<file path="config.mk">
export PLATFORM = sky130hd
export DESIGN_NAME = lutram_mw_mr_flat
export DESIGN_NICKNAME = d
export VERILOG_FILES = /design/src/rtl/lutram_mw_mr_pkg.sv /design/src/rtl/lutram_mw_mr_if.sv /design/src/rtl/lutram_1w_1r.sv /design/src/rtl/lutram_mw_mr.sv /design/src/flat_wrapper.sv
export SDC_FILE = /design/constraint.sdc
export NUM_CORES = 2
export LEC_CHECK = 0
export BUFFER_PORTS_ARGS = -buffer_cell sky130_fd_sc_hd__buf_2
export CAP_MARGIN = 40
export CELL_PAD_IN_SITES_DETAIL_PLACEMENT = 1
export CELL_PAD_IN_SITES_GLOBAL_PLACEMENT = 2
export CORE_UTILIZATION = 46
export CTS_BUF_LIST = sky130_fd_sc_hd__clkbuf_16
export DETAILED_ROUTE_END_ITERATION = 12
export PLACE_DENSITY = 0.88
export SKIP_CTS_REPAIR_TIMING = 1
export SYNTH_ARGS = -nofsm -noshare
export SYNTH_HDL_FRONTEND = slang
export SYNTH_HIERARCHICAL = 1
export SYNTH_MEMORY_MAX_BITS = 65536
export SYNTH_SLANG_ARGS = --single-unit
export TNS_END_PERCENT = 50
</file>
<file path="constraint.sdc">
create_clock -name clk -period 3.5 [get_ports clk]
set_input_delay 0 -clock clk [delete_from_list [all_inputs] [get_ports clk]]
set_output_delay 0 -clock clk [all_outputs]
set_load 0.05 [all_outputs]
</file>
<file path="src/rtl/lutram_mw_mr_pkg.sv">
// Shared constants and sizing helpers for the multi-port LUTRAM block.
// No state, no types; widths are derived by each user from its own parameters.
package lutram_mw_mr_pkg;

   localparam int MAX_PORTS = 4;

   // Live-value-table entry width: one bit minimum so the table stays addressable.
   function automatic int lvt_width(input int num_write);
      return (num_write > 1) ? $clog2(num_write) : 1;
   endfunction

endpackage

</file>
<file path="src/rtl/lutram_mw_mr_if.sv">
// Write/read port bundle for lutram_mw_mr; master drives addresses and write data, slave returns read data.
// Purely combinational wiring: no handshake, every write is taken on the edge it is presented.
interface lutram_mw_mr_if #(
   parameter int WIDTH     = 32,
   parameter int DEPTH     = 32,
   parameter int NUM_WRITE = 2,
   parameter int NUM_READ  = 2
);
   localparam int AW = $clog2(DEPTH);

   logic [NUM_WRITE-1:0][AW-1:0]    waddr;
   logic [NUM_WRITE-1:0]            wen;
   logic [NUM_WRITE-1:0][WIDTH-1:0] wdata;
   logic [NUM_READ-1:0][AW-1:0]     raddr;
   logic [NUM_READ-1:0][WIDTH-1:0]  rdata;

   modport master (
      output waddr,
      output wen,
      output wdata,
      output raddr,
      input  rdata
   );

   modport slave (
      input  waddr,
      input  wen,
      input  wdata,
      input  raddr,
      output rdata
   );

endinterface

</file>
<file path="src/rtl/lutram_1w_1r.sv">
// One-write one-read distributed RAM bank: write on rising edge, asynchronous read (0-cycle latency).
// No backpressure; contents are not reset here, the owner clears them.
module lutram_1w_1r #(
   parameter int WIDTH = 32,
   parameter int DEPTH = 32
) (
   input  logic                     clk,
   input  logic                     we,
   input  logic [$clog2(DEPTH)-1:0] waddr,
   input  logic [WIDTH-1:0]         wdata,
   input  logic [$clog2(DEPTH)-1:0] raddr,
   output logic [WIDTH-1:0]         rdata
);

   logic [WIDTH-1:0] mem [DEPTH];

   always_ff @(posedge clk) begin
      if (we) begin
         mem[waddr] <= wdata;
      end
   end

   assign rdata = mem[raddr];

endmodule

</file>
<file path="src/rtl/lutram_mw_mr.sv">
// Multi-write multi-read LUTRAM from 1w1r banks plus live-value table; reads 0 cycles, writes visible 1 edge later.
// No backpressure: writes ignored during the post-reset clearing sweep, rdata held at zero until init_done.
module lutram_mw_mr
   import lutram_mw_mr_pkg::*;
#(
   parameter int WIDTH     = 32,
   parameter int DEPTH     = 32,
   parameter int NUM_WRITE = 2,
   parameter int NUM_READ  = 2
) (
   input  logic          clk,
   input  logic          rst_n,
   output logic          init_done,
   lutram_mw_mr_if.slave bus
);

   localparam int AW = $clog2(DEPTH);
   localparam int LW = lvt_width(NUM_WRITE);

   generate
      if ((DEPTH < 2) || ((DEPTH & (DEPTH - 1)) != 0)) begin : g_bad_depth
         $error("lutram_mw_mr: DEPTH must be a power of two >= 2");
      end
      if ((NUM_WRITE < 1) || (NUM_WRITE > MAX_PORTS)) begin : g_bad_nw
         $error("lutram_mw_mr: NUM_WRITE must be 1..4");
      end
      if ((NUM_READ < 1) || (NUM_READ > MAX_PORTS)) begin : g_bad_nr
         $error("lutram_mw_mr: NUM_READ must be 1..4");
      end
   endgenerate

   typedef enum logic {
      CLEAR = 1'b0,
      RUN   = 1'b1
   } state_t;

   state_t          state_q, state_d;
   logic [AW-1:0]   cnt_q, cnt_d;
   logic            clr_we;
   logic [NUM_WRITE-1:0] run_we;

   always_ff @(posedge clk) begin
      if (!rst_n) begin
         state_q <= CLEAR;
         cnt_q   <= '0;
      end else begin
         state_q <= state_d;
         cnt_q   <= cnt_d;
      end
   end

   always_comb begin
      state_d = state_q;
      cnt_d   = cnt_q;
      case (state_q)
         CLEAR: begin
            cnt_d = cnt_q + AW'(1);
            if (cnt_q == AW'(DEPTH - 1)) begin
               state_d = RUN;
            end
         end
         RUN: begin
            state_d = RUN;
         end
         default: begin
            state_d = CLEAR;
            cnt_d   = '0;
         end
      endcase
   end

   assign init_done = (state_q == RUN);

   // Reset cycles must not clear: zeroing only happens on edges with rst_n high.
   assign clr_we = (state_q == CLEAR) && rst_n;

   logic [WIDTH-1:0] bank_rd [NUM_WRITE][NUM_READ];

   generate
      for (genvar w = 0; w < NUM_WRITE; w++) begin : g_wport
         logic [AW-1:0]    wa;
         logic [WIDTH-1:0] wd;
         logic             we;

         assign run_we[w] = (state_q == RUN) && rst_n && bus.wen[w];
         assign we        = clr_we | run_we[w];
         assign wa        = clr_we ? cnt_q : bus.waddr[w];
         assign wd        = clr_we ? '0 : bus.wdata[w];

         for (genvar r = 0; r < NUM_READ; r++) begin : g_rport
            lutram_1w_1r #(
               .WIDTH(WIDTH),
               .DEPTH(DEPTH)
            ) u_bank (
               .clk   (clk),
               .we    (we),
               .waddr (wa),
               .wdata (wd),
               .raddr (bus.raddr[r]),
               .rdata (bank_rd[w][r])
            );
         end
      end
   endgenerate

   logic [LW-1:0] rsel [NUM_READ];

   generate
      if (NUM_WRITE > 1) begin : g_lvt
         logic [LW-1:0] lvt_q [DEPTH];

         // Ascending loop: a later (higher) port overwrites a lower one on the same address.
         always_ff @(posedge clk) begin
            if (clr_we) begin
               lvt_q[cnt_q] <= '0;
            end else begin
               for (int w = 0; w < NUM_WRITE; w++) begin
                  if (run_we[w]) begin
                     lvt_q[bus.waddr[w]] <= LW'(w);
                  end
               end
            end
         end

         for (genvar r = 0; r < NUM_READ; r++) begin : g_sel
            assign rsel[r] = lvt_q[bus.raddr[r]];
         end
      end else begin : g_no_lvt
         for (genvar r = 0; r < NUM_READ; r++) begin : g_sel
            assign rsel[r] = '0;
         end
      end
   endgenerate

   logic [NUM_READ-1:0][WIDTH-1:0] rdata_c;

   always_comb begin
      rdata_c = '0;
      for (int r = 0; r < NUM_READ; r++) begin
         for (int w = 0; w < NUM_WRITE; w++) begin
            if (init_done && (rsel[r] == LW'(w))) begin
               rdata_c[r] = bank_rd[w][r];
            end
         end
      end
   end

   assign bus.rdata = rdata_c;

endmodule
</file>
<file path="src/flat_wrapper.sv">
// flat-port wrapper written by rule: the top's interface ports become plain ports
module lutram_mw_mr_flat import lutram_mw_mr_pkg::*;
#(
   parameter int WIDTH     = 32,
   parameter int DEPTH     = 32,
   parameter int NUM_WRITE = 2,
   parameter int NUM_READ  = 2
)
  (clk, rst_n, init_done, bus_waddr, bus_wen, bus_wdata, bus_raddr, bus_rdata);
  lutram_mw_mr_if #(.WIDTH(WIDTH), .DEPTH(DEPTH), .NUM_WRITE(NUM_WRITE), .NUM_READ(NUM_READ)) bus_i ();
  input  logic clk;
  input  logic rst_n;
  output logic init_done;
  input wire logic [$bits(bus_i.waddr)-1:0] bus_waddr;
  input wire logic [$bits(bus_i.wen)-1:0] bus_wen;
  input wire logic [$bits(bus_i.wdata)-1:0] bus_wdata;
  input wire logic [$bits(bus_i.raddr)-1:0] bus_raddr;
  output wire logic [$bits(bus_i.rdata)-1:0] bus_rdata;
  assign bus_i.waddr = bus_waddr;
  assign bus_i.wen = bus_wen;
  assign bus_i.wdata = bus_wdata;
  assign bus_i.raddr = bus_raddr;
  assign bus_rdata = bus_i.rdata;
  lutram_mw_mr #(.WIDTH(WIDTH), .DEPTH(DEPTH), .NUM_WRITE(NUM_WRITE), .NUM_READ(NUM_READ)) u_core (.clk(clk), .rst_n(rst_n), .init_done(init_done), .bus(bus_i));
endmodule
</file>
**Yosys cells after proc, flatten, opt, wreduce, memory -nomap -nowiden**

Memory sizes are Yosys's and may differ from the RTL's.
Cells that the tools add are included.

- Register bits after elaboration: 6
- Bits in latches: 0
- Memory bits (writable): 4128
- ROM bits: 0
- Word-level logic and storage cells: 48
- Memories: 5

Memories:

| memory | depth | width | read ports | clocked after Yosys merged registers in | wr ports | line | source |
|---|---|---|---|---|---|---|---|
| u_core.g_wport[0].g_rport[0].u_bank.mem | 32 | 32 | 1 | 0 | 1 | lutram_1w_1r.sv:15 | `logic [WIDTH-1:0] mem [DEPTH];` |
| u_core.g_wport[0].g_rport[1].u_bank.mem | 32 | 32 | 1 | 0 | 1 | lutram_1w_1r.sv:15 |  |
| u_core.g_wport[1].g_rport[0].u_bank.mem | 32 | 32 | 1 | 0 | 1 | lutram_1w_1r.sv:15 |  |
| u_core.g_wport[1].g_rport[1].u_bank.mem | 32 | 32 | 1 | 0 | 1 | lutram_1w_1r.sv:15 |  |
| u_core.g_lvt.lvt_q | 32 | 1 | 2 | 0 | 2 | lutram_mw_mr.sv:110 | `logic [LW-1:0] lvt_q [DEPTH];` |

- $add $sub $neg: 1
- Multiply operators: 0
- Div/mod/pow operators: 0
- Magnitude comparators: 0
- Eq/ne operators: 1
- Shift-type cells: 0
- Muxes and demuxes: 25
- Bitwise gates (word level): 5
- Reduce and logical (&&, ||, !) cells: 9

Operator list:

| cell | count |
|---|---|
| $mux W32 | 6 |
| $mux W1 | 15 |
| $mux W5 | 3 |
| $logic_and A1 B1 Y1 | 8 |
| $add A5 B1 Y5 const B | 1 |
| $eq A5 B5 Y1 const B | 1 |
| $not A1 Y1 | 3 |
| $or A1 B1 Y1 | 2 |
| $pmux W1 S2 | 1 |
| $reduce_or A1 Y1 | 1 |

**Logic depth before layout (Yosys ltp)**

- Word-level depth: 7
- Gate-level depth with buffers: 10
- Gate-level depth less buffers: 7

**Cells and area by module**

Netlist, hierarchy kept.

By module, submodules not included:

| module | instances | cells each | area each (um^2) | seq. area each (um^2) |
|---|---|---|---|---|
| lutram_1w_1r | 4 | 2228 | 39844.5 | 30749.5 |
| lutram_mw_mr | 1 | 564 | 4028.9 | 760.7 |

**Least setup slack after synthesis**

No wires, ideal clock.

- Kind: register to register
- From: register u_core.state_q, in the netlist u_core/init_done
- To: memory u_core.g_wport[1].g_rport[0].u_bank.mem[28][0], enable pin
- Arrival time: 3.656 ns
- Data required time: 3.079 ns
- Path slack: -0.577 ns
- Stages on the path, launching flop included: 8
- Buffers on the path: 4
- Period minus slack after synthesis: 4.077 ns
- Path through: dfxtp_1 > buf_2 > clkbuf_1 > clkbuf_1 > a21boi_0 > or3b_2 > clkbuf_1 > nor2_1

- Cells in the longest elaborated chain, start to end: 5
- Elaborated cells between the ends (all ways): 8
- Classes of those cells: 3 x mux; 2 x bitwise; 3 x reduce/logical

Ends and longest elaborated chain:

| element | line | source |
|---|---|---|
| start, declared | lutram_mw_mr.sv:37 | `state_t state_q, state_d;` |
| start signal, assigned | lutram_mw_mr.sv:47 | `state_q <= state_d;` |
| $logic_and A1 B1 Y1 or $not A1 Y1 (tied branches) | lutram_mw_mr.sv:85, lutram_mw_mr.sv:75 |  |
| $logic_and A1 B1 Y1, on equally long branches | lutram_mw_mr.sv:85, lutram_mw_mr.sv:75 |  |
| $or A1 B1 Y1 (*) | lutram_mw_mr.sv:86 | `assign we = clr_we \| run_we[w];` |
| net u_core.g_wport[1].we | lutram_mw_mr.sv:83 | `logic we;` |
| $mux W1 (*) | lutram_1w_1r.sv:18 | `if (we) begin` |
| $mux W1 (not written as such) (*) | lutram_1w_1r.sv:19 | `mem[waddr] <= wdata;` |
| end, declared | lutram_1w_1r.sv:15 |  |

The timed path passes the listed nets; every way through them passes the cells marked *.

==> flow_summary.json <==
{
  "fin_crit_ps": 3520,
  "postLayoutCellArea_um2": 188000,
  "cp_data_arrival_time_ps": 3520,
  "track_usage": 0.272,
  "finalHoldViolations": 96,
  "cp_max_fo": 1,
  "die_w_um": 598,
  "vias": 93400,
  "period_share": 1.01,
  "irDropWorstVdd_mv": 0.427,
  "core_area_um2": 353000,
  "ios": 153,
  "ant_nets": 0,
  "tritoncts": "built",
  "clock-sinks": 4134,
  "worst_slew_pin_slew_ps": 1050,
  "antenna_found_initial": 33,
  "synth.avg_cell_area_um2": 17.2,
  "ys_seq_area_frac": 0.757,
  "critPathLaunchType": "flip-flop",
  "grt_pass1_wl_um": 704000,
  "crit_path_end_kind": "output port",
  "drt-total-wl_um": 499000,
  "crit_slowest_cell": "mux2i_1",
  "yosysWarnings": 6,
  "path_cells": "mux2i_1, a22o_1, nor3_1, a31oi_1, nand3_1, nand2_1, mux2i_1, buf_12",
  "start_util": 0.463,
  "p_per_area_nw_per_um2": 553,
  "synth_edf_count": 4096,
  "vias_per_cell": 6.19,
  "clk_latency_ps": 930,
  "gp_congestion": 0.845,
  "final_nets": 10100,
  "async_reset_ff_frac": 0,
  "die_h_um": 598,
  "drc": 0,
  "first_iter_violations": 10700,
  "syn-cell-area_um2": 163000,
  "setup_violations": 1,
  "hpwl_um": 280000,
  "max_stage_delay_ps": 740,
  "dp.cells": 14300,
  "status": "finished, violations left",
  "cts-root-buf": "clkbuf_16",
  "area_growth_pct": 15.2,
  "placed_cell_area_um2": 175000,
  "first_global_vias": 99400,
  "crit_top_cell": "mux2i_1",
  "ys_ff_latch": 4134,
  "final_cells": 15100,
  "rows": 218,
  "dieArea_um2": 358000,
  "htree_levels": 5,
  "wire_per_inst_um": 33.1,
  "finalSetupTns_ps": -19.0,
  "dp_slack_ps": 202,
  "clkTransAtPathRegs_ps": 60,
  "holdWs_ps": -35.2,
  "rsz0062_at_grt": "false",
  "path_delay_family": "multiplexers",
  "final_max_slew_viol_count": 0,
  "leakagePower_nw": 66.2,
  "crit_type": "flip-flop to output port",
  "fin_skew_ps": 64.2,
  "fmax_mhz": 284,
  "synth_ff_type": "edfxtp_1",
  "grt_overflow": 0,
  "max-clock-path-buffers": 4,
  "cp.required_ps": 3500,
  "drt_pass1_iterations": 6,
  "synth_cell_types": 46,
  "worstHoldPathType": "input port to flip-flop",
  "worst-path-buf-inv": 1,
  "maxSlewHeadroom": 0.299,
  "cts_buffers": 397,
  "setup_ws_ps": -19.0,
  "netlist_instances": 9476,
  "drive_above_1_share": 0.138,
  "synth_fp_nets": 9566,
  "maxCapViolations": 0,
  "grt_max_degree": 85,
  "violations": "negative hold slack, negative setup slack",
  "port_buffers": 152
}
-- layer usage --
layer | part of all wire | vias to the layer above | GRT usage
met5 | 0.00019 | - | 0
met4 | 0.052 | 16 | 0.143
met3 | 0.075 | 1149 | 0.0408
met2 | 0.51 | 4981 | 0.473
met1 | 0.37 | 48800 | 0.327
li1 | - | 38500 | -
-- layout by cell type, fill, tap and decap left out, types with 74 or more instances in the layout --
| master | count |
|---|---|
| nand3_1 | 398 |
| a22o_1 | 256 |
| dlygate4sd3_1 | 80 |
| clkinv_1 | 74 |
| mux2i_1 | 2147 |
| clkinv_2 | 75 |
| a21oi_1 | 392 |
| buf_4 | 285 |
| buf_2 | 86 |
| inv_1 | 81 |
| nor2_4 | 132 |
| edfxtp_1 | 4096 |
| a31oi_1 | 128 |
| a22oi_1 | 392 |
| nand2_1 | 562 |
| buf_12 | 246 |
| nor3_1 | 128 |
| clkbuf_16 | 410 |
-- synth_stat cells, types with 6 or more instances --
library cell | n | share of area
dlygate4sd1_1 | 6 | 0.00032
nor3_1 | 129 | 0.0040
and2b_1 | 6 | 0.00028
a31oi_1 | 128 | 0.0049
nand2_1 | 562 | 0.013
nor2_1 | 149 | 0.0034
o21ai_0 | 65 | 0.0020
a22o_1 | 256 | 0.014
or3_1 | 8 | 0.00031
nand3b_1 | 23 | 0.0011
nand2b_1 | 11 | 0.00042
nor2b_1 | 9 | 0.00034
buf_4 | 132 | 0.0061
edfxtp_1 | 4096 | 0.75
buf_1 | 21 | 0.00048
clkbuf_4 | 8 | 0.00037
dfxtp_1 | 38 | 0.0047
mux2i_1 | 2149 | 0.13
clkbuf_1 | 202 | 0.0046
buf_6 | 68 | 0.0047
nand3_1 | 398 | 0.012
and2_1 | 72 | 0.0028
buf_2 | 105 | 0.0032
a22oi_1 | 392 | 0.018
a21oi_1 | 392 | 0.012
or3b_2 | 13 | 0.00070
-- flip-flops by register name, summed over array words and instances, names as in the netlist --
signal                             cells
u_core/g_wport.g_rport.u_bank/mem   4096
u_core/g_lvt.lvt_q                    32
u_core/cnt_q                           5
u_core/init_done                       1
-- worst min-delay path: cells and delay by family --
kind / cells / cell delay, ps
buffers and inverters: 2 / 390
and+or+nand+nor: 1 / 180
-- layout make-up --
cell class,count,area [um2]
Fill cell,32300,165000
Sequential cell,4134,124000
Multi-Input combinational cell,4793,37500
Clock buffer,410,10300
Timing Repair Buffer,699,8320
Tap cell,4730,5920
Clock inverter,306,2480
Antenna cell,14,35.0
Inverter,3,11.3
-- cell families after synthesis --
logic type      after synthesis  share of synthesized area
mux                        2150                      0.132
compound gates             1241                     0.0512
xor+xnor                      3                   0.000161
flops                      4134                      0.757
fa+ha+maj                     2                   0.000153
simple gates               1397                     0.0392
buf+inv                     549                     0.0202
-- stage by stage --
step	total power, mW	util
global placement	61.8	0.495
detailed placement	62.1	0.495
CTS	104	0.531
floorplan	59.5	-
finish	104	0.533
global route	106	0.533
-- worst paths after layout --
path	from	endpoint	slack [ps]	cells after the start
hold / removal	bus_wdata[60]	u_core/g_wport[1].g_rport[0].u_bank/mem[28][28]$_DFFE_PP_	-40	3
setup reg to reg	u_core/init_done$_SDFF_PN0_	u_core/g_wport[0].g_rport[1].u_bank/mem[28][13]$_DFFE_PP_	310	6
setup / recovery	u_core/g_wport[0].g_rport[1].u_bank/mem[0][9]$_DFFE_PP_	bus_rdata[41]	-20	8
hold reg to reg	u_core/g_lvt.lvt_q[31]$_DFF_P_	u_core/g_lvt.lvt_q[31]$_DFF_P_	520	2
-- where the power goes --
part,total [mW],internal (mW),switching (mW)
sequential,55.0,54.9,0.126
clock,42.8,24.1,18.7
combinational,6.34,1.91,4.43
(Power assumes the default switching activity.)
